<file path="src/rtl/student_iis_pkg.sv">
// Shared constants and types for the I2S stereo handler and its TX FIFO.
package student_iis_pkg;

  localparam int DEF_DATA_W     = 16;
  localparam int DEF_BCLK_DIV   = 16;
  localparam int DEF_SLOT_BITS  = 32;
  localparam int DEF_FIFO_DEPTH = 4;

  typedef struct packed {
    logic [DEF_DATA_W-1:0] left;
    logic [DEF_DATA_W-1:0] right;
  } sample_pair_t;

endpackage

</file>
<file path="src/rtl/student_sync_fifo.sv">
// Single-clock FIFO with full/empty flags and a combinational head read.
module student_sync_fifo
  import student_iis_pkg::*;
#(
  parameter int WIDTH = 2 * DEF_DATA_W,
  parameter int DEPTH = DEF_FIFO_DEPTH
) (
  input  logic             clk_i,
  input  logic             rst_i,
  input  logic             push_i,
  input  logic [WIDTH-1:0] din_i,
  input  logic             pop_i,
  output logic [WIDTH-1:0] dout_o,
  output logic             full_o,
  output logic             empty_o
);

  localparam int AW = $clog2(DEPTH);

  logic [WIDTH-1:0] mem [DEPTH];
  logic [AW:0]      wr_ptr_reg;
  logic [AW:0]      rd_ptr_reg;
  logic             push_ok;
  logic             pop_ok;

  assign push_ok = push_i && !full_o;
  assign pop_ok  = pop_i && !empty_o;

  // Extra pointer MSB distinguishes full from empty when the indices match.
  assign empty_o = (wr_ptr_reg == rd_ptr_reg);
  assign full_o  = (wr_ptr_reg[AW] != rd_ptr_reg[AW]) &&
                   (wr_ptr_reg[AW-1:0] == rd_ptr_reg[AW-1:0]);
  assign dout_o  = mem[rd_ptr_reg[AW-1:0]];

  always_ff @(posedge clk_i) begin
    if (rst_i) begin
      wr_ptr_reg <= '0;
      rd_ptr_reg <= '0;
    end else begin
      if (push_ok) wr_ptr_reg <= wr_ptr_reg + (AW+1)'(1);
      if (pop_ok)  rd_ptr_reg <= rd_ptr_reg + (AW+1)'(1);
    end
  end

  always_ff @(posedge clk_i) begin
    if (push_ok) mem[wr_ptr_reg[AW-1:0]] <= din_i;
  end

endmodule

</file>
<file path="src/rtl/student_iis_stereo_handler.sv">
// I2S master for a stereo codec: generates MCLK/BCLK/LRCLK, serialises FIFO
// sample pairs to the DAC and deserialises ADC pairs.
module student_iis_stereo_handler
  import student_iis_pkg::*;
#(
  parameter int DATA_W     = DEF_DATA_W,
  parameter int BCLK_DIV   = DEF_BCLK_DIV,
  parameter int SLOT_BITS  = DEF_SLOT_BITS,
  parameter int FIFO_DEPTH = DEF_FIFO_DEPTH
) (
  input  logic              clk_i,
  input  logic              rst_i,
  input  logic              enable_i,
  input  logic              mono_i,
  output logic              AC_MCLK,
  output logic              AC_BCLK,
  output logic              AC_LRCLK,
  input  logic              AC_ADC_SDATA,
  output logic              AC_DAC_SDATA,
  input  logic [DATA_W-1:0] tx_data_l_i,
  input  logic [DATA_W-1:0] tx_data_r_i,
  input  logic              tx_valid_i,
  output logic              tx_ready_o,
  output logic [DATA_W-1:0] rx_data_l_o,
  output logic [DATA_W-1:0] rx_data_r_o,
  output logic              rx_valid_o,
  output logic              tx_underrun_o
);

  localparam int BCW = $clog2(BCLK_DIV);
  localparam int SBW = $clog2(2 * SLOT_BITS);
  localparam int IW  = $clog2(DATA_W);
  localparam logic [BCW-1:0] BC_LAST = BCW'(BCLK_DIV - 1);
  localparam logic [BCW-1:0] BC_HALF = BCW'(BCLK_DIV / 2);
  localparam logic [BCW-1:0] BC_RISE = BCW'(BCLK_DIV / 2 - 1);
  localparam logic [SBW-1:0] SB_LAST = SBW'(2 * SLOT_BITS - 1);
  localparam logic [SBW-1:0] SB_SLOT = SBW'(SLOT_BITS);
  localparam logic [SBW-1:0] SB_DW   = SBW'(DATA_W);

  logic              mclk_reg, bclk_reg, lrclk_reg, dac_reg;
  logic              run_reg, in_reset_reg;
  logic [BCW-1:0]    bc_reg, bc_next;
  logic [SBW-1:0]    sb_reg, sb_next;
  logic [DATA_W-1:0] tx_l_reg, tx_l_next, tx_r_reg, tx_r_next;
  logic [DATA_W-1:0] rx_l_shift_reg, rx_r_shift_reg;
  logic [DATA_W-1:0] rx_l_reg, rx_r_reg;
  logic              rx_valid_reg, underrun_reg;

  logic              bc_wrap, sb_wrap, frame_start;
  logic              right_next, dac_next;
  logic [SBW-1:0]    bit_next, bit_cur;
  logic [IW-1:0]     tx_idx;
  logic              right_cur, sample_en, rx_done;

  logic [2*DATA_W-1:0] fifo_dout;
  logic                fifo_full, fifo_empty, fifo_push, fifo_pop;

  assign tx_ready_o = !fifo_full && !in_reset_reg;
  assign fifo_push  = tx_valid_i && tx_ready_o;
  assign fifo_pop   = frame_start && !fifo_empty;

  student_sync_fifo #(
    .WIDTH (2 * DATA_W),
    .DEPTH (FIFO_DEPTH)
  ) u_tx_fifo (
    .clk_i   (clk_i),
    .rst_i   (rst_i),
    .push_i  (fifo_push),
    .din_i   ({tx_data_l_i, tx_data_r_i}),
    .pop_i   (fifo_pop),
    .dout_o  (fifo_dout),
    .full_o  (fifo_full),
    .empty_o (fifo_empty)
  );

  // Next-state of the frame counters and the DAC bit they select.
  always_comb begin
    bc_wrap     = (bc_reg == BC_LAST);
    sb_wrap     = (sb_reg == SB_LAST);
    frame_start = enable_i && (!run_reg || (bc_wrap && sb_wrap));
    bc_next     = '0;
    sb_next     = '0;
    if (enable_i && run_reg) begin
      bc_next = bc_wrap ? '0 : bc_reg + BCW'(1);
      sb_next = sb_reg;
      if (bc_wrap) sb_next = sb_wrap ? '0 : sb_reg + SBW'(1);
    end

    tx_l_next = tx_l_reg;
    tx_r_next = tx_r_reg;
    if (!enable_i) begin
      tx_l_next = '0;
      tx_r_next = '0;
    end else if (frame_start) begin
      if (fifo_empty) begin
        tx_l_next = '0;
        tx_r_next = '0;
      end else begin
        tx_l_next = fifo_dout[2*DATA_W-1:DATA_W];
        tx_r_next = mono_i ? fifo_dout[2*DATA_W-1:DATA_W] : fifo_dout[DATA_W-1:0];
      end
    end

    right_next = (sb_next >= SB_SLOT);
    bit_next   = right_next ? sb_next - SB_SLOT : sb_next;
    tx_idx     = IW'(SB_DW - bit_next);
    dac_next   = 1'b0;
    if (enable_i && bit_next != '0 && bit_next <= SB_DW)
      dac_next = right_next ? tx_r_next[tx_idx] : tx_l_next[tx_idx];
  end

  // ADC is captured on the clock edge that raises BCLK.
  always_comb begin
    right_cur = (sb_reg >= SB_SLOT);
    bit_cur   = right_cur ? sb_reg - SB_SLOT : sb_reg;
    sample_en = enable_i && run_reg && (bc_reg == BC_RISE) &&
                bit_cur != '0 && bit_cur <= SB_DW;
    rx_done   = sample_en && right_cur && (bit_cur == SB_DW);
  end

  always_ff @(posedge clk_i) begin
    if (rst_i) begin
      mclk_reg       <= 1'b0;
      bclk_reg       <= 1'b0;
      lrclk_reg      <= 1'b0;
      dac_reg        <= 1'b0;
      run_reg        <= 1'b0;
      in_reset_reg   <= 1'b1;
      bc_reg         <= '0;
      sb_reg         <= '0;
      tx_l_reg       <= '0;
      tx_r_reg       <= '0;
      rx_l_shift_reg <= '0;
      rx_r_shift_reg <= '0;
      rx_l_reg       <= '0;
      rx_r_reg       <= '0;
      rx_valid_reg   <= 1'b0;
      underrun_reg   <= 1'b0;
    end else begin
      mclk_reg     <= ~mclk_reg;
      in_reset_reg <= 1'b0;
      run_reg      <= enable_i;
      bc_reg       <= bc_next;
      sb_reg       <= sb_next;
      bclk_reg     <= (bc_next >= BC_HALF);
      lrclk_reg    <= right_next;
      dac_reg      <= dac_next;
      tx_l_reg     <= tx_l_next;
      tx_r_reg     <= tx_r_next;
      underrun_reg <= frame_start && fifo_empty;
      rx_valid_reg <= rx_done;

      if (!enable_i) begin
        rx_l_shift_reg <= '0;
        rx_r_shift_reg <= '0;
      end else if (sample_en) begin
        if (right_cur) rx_r_shift_reg <= {rx_r_shift_reg[DATA_W-2:0], AC_ADC_SDATA};
        else           rx_l_shift_reg <= {rx_l_shift_reg[DATA_W-2:0], AC_ADC_SDATA};
      end

      // The final right bit is merged directly so both words land together.
      if (rx_done) begin
        rx_l_reg <= rx_l_shift_reg;
        rx_r_reg <= mono_i ? rx_l_shift_reg : {rx_r_shift_reg[DATA_W-2:0], AC_ADC_SDATA};
      end
    end
  end

  assign AC_MCLK       = mclk_reg;
  assign AC_BCLK       = bclk_reg;
  assign AC_LRCLK      = lrclk_reg;
  assign AC_DAC_SDATA  = dac_reg;
  assign rx_data_l_o   = rx_l_reg;
  assign rx_data_r_o   = rx_r_reg;
  assign rx_valid_o    = rx_valid_reg;
  assign tx_underrun_o = underrun_reg;

endmodule

</file>
<file path="config.mk">
export PLATFORM = sky130hd
export DESIGN_NAME = student_iis_stereo_handler
export DESIGN_NICKNAME = d
export VERILOG_FILES = /design/src/rtl/student_iis_pkg.sv /design/src/rtl/student_sync_fifo.sv /design/src/rtl/student_iis_stereo_handler.sv
export SDC_FILE = /design/constraint.sdc
export NUM_CORES = 1
export LEC_CHECK = 0
export ABC_AREA = 1
export CAP_MARGIN = 10
export CORE_MARGIN = 1
export CORE_UTILIZATION = 45
export CTS_CLUSTER_DIAMETER = 200
export DETAILED_ROUTE_END_ITERATION = 6
export GPL_ROUTABILITY_DRIVEN = 0
export MAX_ROUTING_LAYER = met4
export PLACE_DENSITY = 0.73
export SLEW_MARGIN = 20
export SYNTH_ARGS = -nofsm -noshare
export SYNTH_HDL_FRONTEND = slang
export SYNTH_SLANG_ARGS = --single-unit
</file>
<file path="constraint.sdc">
create_clock -name clk_i -period 4.1 [get_ports clk_i]
set_clock_uncertainty 0.1 [all_clocks]
set_input_delay 1.23 -clock clk_i [delete_from_list [all_inputs] [get_ports clk_i]]
set_output_delay 1.23 -clock clk_i [all_outputs]
set_load 0.02 [all_outputs]
</file>
* Word-level counts from Yosys, hierarchy flattened
Memory sizes are Yosys's and may differ from the RTL's. A register that Yosys moved wholly into a read port is not among the register bits.
Index checks and enable logic that the tools add are counted.
** Storage, ports and cells
- Bits in registers :: 119
- Memory bits (writable) :: 128
- Output and inout port bits :: 39
- Word-level logic and storage cells :: 96
- Memories kept :: 1
** Memories
- u_tx_fifo.mem :: words 4, bits a word 32, rd ports 1, clocked after memory_dff 1, write ports 1, line student_sync_fifo.sv:20 : logic [WIDTH-1:0] mem [DEPTH];
** Operators by class
- Add/sub/neg operators :: 7
- $lt $le $gt $ge :: 6
- Eq/ne operators :: 7
- Multiplexer cells :: 25
- Bitwise gates (word level) :: 4
- Reductions and logical operators :: 28
** Operator list (count)
- $mux W16 :: 8
- $mux W6 :: 5
- $logic_and A1 B1 Y1 :: 17
- $ge A6 B6 Y1 const B :: 2
- $le A6 B5 Y1 const B :: 2
- $reduce_bool A6 Y1 :: 2
- $sub A6 B6 Y6 const B :: 2
- $bmux W1 S4 :: 2
- $mux W4 :: 2
- $add A3 B1 Y3 const B :: 2
- $add A6 B1 Y6 const B :: 1
- $eq A6 B5 Y1 const B :: 1
- $eq A6 B6 Y1 const B :: 1
- $mux W1 :: 6
- $lt A4 B5 Y1 const B :: 1
- $add A4 B1 Y4 const B :: 1
- $eq A4 B3 Y1 const B :: 1
- $eq A4 B4 Y1 const B :: 1
- $ge A4 B4 Y1 const B :: 1
- $logic_not A1 Y1 :: 4
- $mux W2 :: 2
- $not A1 Y1 :: 4
- $reduce_and A2 Y1 :: 2
- $reduce_or A2 Y1 :: 2
- 5 further kinds :: 5

* Longest topological paths before layout
- Word-level depth :: 11
- Gate-level depth with buffers :: 20
- Mapped depth without buffers :: 19

* By module
Synthesis repeated with hierarchy kept, for this count alone.
** Second synthesis, totals
- Cell total of the unflattened synthesis :: 1098
- Area total of the unflattened synthesis :: 10312.4 sq um
** Modules (own cells, without submodules)
- student_sync_fifo :: instances 1, cells an instance 385, area each 5230.0 sq um, sequential area each 4003.8 sq um
- student_iis_stereo_handler :: instances 1, cells an instance 713, area each 5082.4 sq um, sequential area each 2262.2 sq um

* Worst setup path before layout
OpenSTA, ideal clock, no wires.
- Kind :: input to register
- Start point :: input port tx_valid_i
- End point :: memory u_tx_fifo.mem[3][0] (netlist name), enable pin
- Setup time :: 0.424 ns
- Arrival time :: 2.802 ns
- Data required time :: 3.576 ns
- Path slack :: 0.774 ns
- Cell stages on the path :: 2
- Path through :: nand2_1 -> nor2_1
** Between the ends
- Longest elaborated chain between the ends :: 4
** RTL lines
- start: declaration :: line student_iis_stereo_handler.sv:22 : input logic tx_valid_i,
- $logic_and A1 B1 Y1 :: line student_iis_stereo_handler.sv:59 : assign fifo_push = tx_valid_i && tx_ready_o;
- $logic_and A1 B1 Y1 :: line student_sync_fifo.sv:26 : assign push_ok = push_i && !full_o;
- $mux W1 :: line student_sync_fifo.sv:46 : if (push_ok) mem[wr_ptr_reg[AW-1:0]] <= din_i;
- $mux W1 (not written as such) :: line student_sync_fifo.sv:46
- end: declaration :: line student_sync_fifo.sv:20
Every way passes these cells.

* Worst setup path in the final report
- Start point :: register u_tx_fifo.wr_ptr_reg[0]
- End point :: output port tx_ready_o
** Between the ends
- Longest elaborated chain between the ends :: 4
** RTL lines
- start: declaration :: line student_sync_fifo.sv:21 : logic [AW:0] wr_ptr_reg;
- start signal: assignment :: line student_sync_fifo.sv:40 : if (push_ok) wr_ptr_reg <= wr_ptr_reg + (AW+1)'(1);
- $eq A2 B2 Y1 :: line student_sync_fifo.sv:32 : (wr_ptr_reg[AW-1:0] == rd_ptr_reg[AW-1:0]);
- $logic_and A1 B1 Y1 :: line student_sync_fifo.sv:31 : assign full_o = (wr_ptr_reg[AW] != rd_ptr_reg[AW]) &&
- $logic_not A1 Y1 :: line student_iis_stereo_handler.sv:58 : assign tx_ready_o = !fifo_full && !in_reset_reg;
- $logic_and A1 B1 Y1 :: line student_iis_stereo_handler.sv:58
- end: declaration :: line student_iis_stereo_handler.sv:23 : output logic tx_ready_o,
Every way passes these cells.

==> results by group <==
Status
  – Status: finished clean

Drt
  – Routed WL: 22070 um
  – Vias: 7836
  – Wire length per cell: 14.57 um
  – DRC Markers: 0
  – Via/cell ratio: 5.172
  – 1st-iter DRT viols: 523
  – DR pass1 iterations: 5
  – Routed Antenna Nets: 0

Worst setup path
  – Slowest stage delay, CP: 0.60 ns
  – Critical path cell sequence: inv_1 > nand2_1 > nand2_1 > a41o_1 > inv_1 > clkdlybuf4s50_1
  – Flop2flop setup slack: 1.12 ns
  – Crit. path cell count: 6
  – Crit path max-delay family: buffers and inverters
  – CP required: 2.77 ns
  – Max stage delay cell, worst path: clkdlybuf4s50_1
  – Worst EP arrival: 2.06 ns
  – Reg2reg start: bc_reg[0]
  – Reg2Reg Depth: 15
  – Critical path endpoint category: primary output
  – Critical Path Fanout Max: 5
  – Worst Path Class, Setup: flop to primary output
  – Nature of the critical path startpoint: flop
  – Terminus of the critical flop-to-flop path: AC_DAC_SDATA
  – CP bufs+invs: 3

Synthesis
  – Seq/Total Area, Yosys: 60.59%
  – Synth Area in XOR/XNOR: 0.4234%
  – Synthesized area per cell: 9.001 um2
  – Post-synthesis simple-gate area fraction: 22.32%
  – Syn Nets: 1196
  – Cells after Synth: 1149
  – Synthesis-stage register bit count: 249
  – Post-synthesis mux area share: 0%
  – Synthesized area: 10340 um2
  – Unique masters post-synth: 36
  – Compound-cell area share of the yosys netlist: 9.485%
  – Yosys warnings: 0
  – Main combinational cell family by area after synthesis: simple AND/OR/NAND/NOR gates
  – Synth Area in Adders: 1.089%

Cells and area
  – Most frequent cells in the layout: nand2_1, edfxtp_1, nor2_1
  – Finished Cell Area: 12250 um2
  – Sequential cell area: 6267 um2
  – Max FFs per register: 128
  – Fillers: 2008
  – Number of inserted diodes: 0
  – Post-layout net count: 1257
  – Layout cells sized above 1: 6.748%
  – Most common cell after layout, fill and taps aside: nand2_1
  – Area grow syn2layout: 18.45%
  – Multi-input logic area: 3456 um2

Power and ir drop
  – Worst IR drop on VDD: 299.2 uV
  – Power per cell area: 457.1 nW/um2
  – Power Total: 5599 uW
  – Leakage: 0.004677 uW

STA
  – Worst-margin pin slew: 0.9942 ns
  – Max Slew Vio Count: 0
  – Max Clk Rate: 0.2950 GHz
  – Final period util: 82.69%
  – Final Hold Fails: 0
  – Fin Setup TNS: 0 ns
  – Post-layout min period: 3.390 ns
  – Setup-failing EPs final: 0
  – Unrepaired setup endpoints after global routing: false
  – Max-slew headroom: 33.72%

Die
  – Top Ports: 77
  – Site row count: 55
  – Initial core utilization: 45.82%
  – DIE HEIGHT: 153.6 um
  – Core Box Area: 22570 um2
  – Die Area: 23590 um2
  – Chip Width: 153.6 um

GRT
  – Global-route wire length before repair: 36240 um
  – Vias in the first global route: 7376
  – Pin count of the biggest net entering global routing: 70
  – Grt ovf: 0
  – Initial antenna violation count: 0
  – GRT Resource Usage Total: 19.44%

Clocking
  – Hold-fix buffers, CTS: 0
  – CTS max path bufs: 3
  – Clock-pin transition on the worst setup and hold timing paths: 0.06 ns
  – Clock sinks: 249
  – TritonCTS clock tree: built
  – Resized Gates After CTS: 0
  – CTS root buffer: clkbuf_16
  – Post-CTS Setup Bufs: 0
  – H-tree levels: 1
  – Clock insertion delay at the later pin of the skew report: 0.53 ns
  – TritonCTS Buffers: 26

Job
  – # Max-Cap Violations: 0

Worst hold path
  – Tightest Hold Check Type: flop to flop
  – Hold endpoint: AC_MCLK
  – Worst hold path depth: 1
  – HP Start: AC_MCLK

Place
  – IO buf count: 76
  – Post-DP HPWL: 13760 um
  – Post-DP Area: 11350 um2
## stage by stage
stage,instances,utilization (%),hold WS (ns),setup WS [ns]
3_5_place_dp,1467,50.27,0.3041,0.3382
3_3_place_gp,1467,50.27,0.3015,0.4443
4_1_cts,1515,54.27,0.3131,0.6838
5_1_grt,1515,54.27,0.3269,0.5809
6_report,1515,54.27,0.3100,0.7099
2_1_floorplan,1149,-,0.3308,0.7740
## worst register-to-register path, cell delays in order (launching register included)
cell and delay [ns]:
dfxtp_1 0.36, ha_1 0.26, nand3_4 0.16, xor2_1 0.20, buf_4 0.23, nand2_1 0.25
ha_1 0.55, inv_1 0.21, nand2_1 0.12, inv_1 0.04, nand2_1 0.06, nand3_1 0.07
nand3_1 0.08, nand2_1 0.05, nor2_1 0.11, nor2_1 0.04
## synth_stat cells
master	count	area share, %
nor2_1	128	4.6
nand2_1	284	10
buf_2	24	1.2
a21oi_1	86	4.2
or2_4	1	0.085
o21ai_1	9	0.44
a32o_1	3	0.29
o21a_1	1	0.073
edfxtp_1	128	37
a41o_1	1	0.097
inv_2	4	0.15
inv_1	88	3.2
a22oi_1	12	0.87
nand3_4	1	0.17
dfxtp_1	121	23
o22ai_1	2	0.12
ha_1	9	1.1
or2_1	1	0.061
nand4_1	16	0.97
a21oi_4	1	0.16
buf_1	4	0.15
clkbuf_1	31	1.1
a31oi_1	2	0.12
nor3_1	6	0.29
clkinv_1	1	0.036
nand2_2	5	0.30
xnor2_1	2	0.17
nand3_2	1	0.097
buf_4	4	0.29
o221ai_1	3	0.25
nor2_4	3	0.33
o21ai_0	60	2.9
nor4_1	1	0.061
xor2_1	3	0.25
nand3_1	101	4.9
nor2_2	2	0.12
## layer usage
metal	share of wire, %	track usage, %
met4	3.3	7.333
met3	5.0	2.480
met2	47	31.36
met1	45	25.06
met5	0	-
## how the worst max path moves through the flow
stage / from / endpoint / slack [ns]
global route: enable_i / AC_DAC_SDATA / 0.58
finish: u_tx_fifo.wr_ptr_reg[0] / tx_ready_o / 0.71
global placement: enable_i / AC_DAC_SDATA / 0.44
detailed placement: enable_i / AC_DAC_SDATA / 0.34
CTS: u_tx_fifo.wr_ptr_reg[0] / tx_ready_o / 0.68
floorplan: tx_valid_i / u_tx_fifo.mem[3][0] / 0.77
## report_power, final
group	total, uW	switching [uW]	internal, uW	leakage, uW
Sequential	2690	18.5	2670	0.00214
Combinational	488	333	154	0.00210
Clock	2420	935	1490	0.000434
Total	5600	1290	4310	0.00468
## cells by family (layout without fill, tap and decap cells)
kind of cell / count (synthesis) / count (layout)
xor+xnor: 5 / 5
flops: 249 / 249
simple gates: 550 / 550
fa+ha+maj: 9 / 9
compound gates: 180 / 180
buf+inv: 156 / 237
## cell type report
type                    instances  share of cell area [%]
repair buffers                 96                   7.497
clock buffers                  42                   6.649
multi-input cells             744                   28.21
clock inverters                 6                  0.7252
flip-flops and latches        249                   51.16
inverters                      93                   2.850
well taps                     285                   2.911
Note: power is estimated with default switching activity, not from simulation.
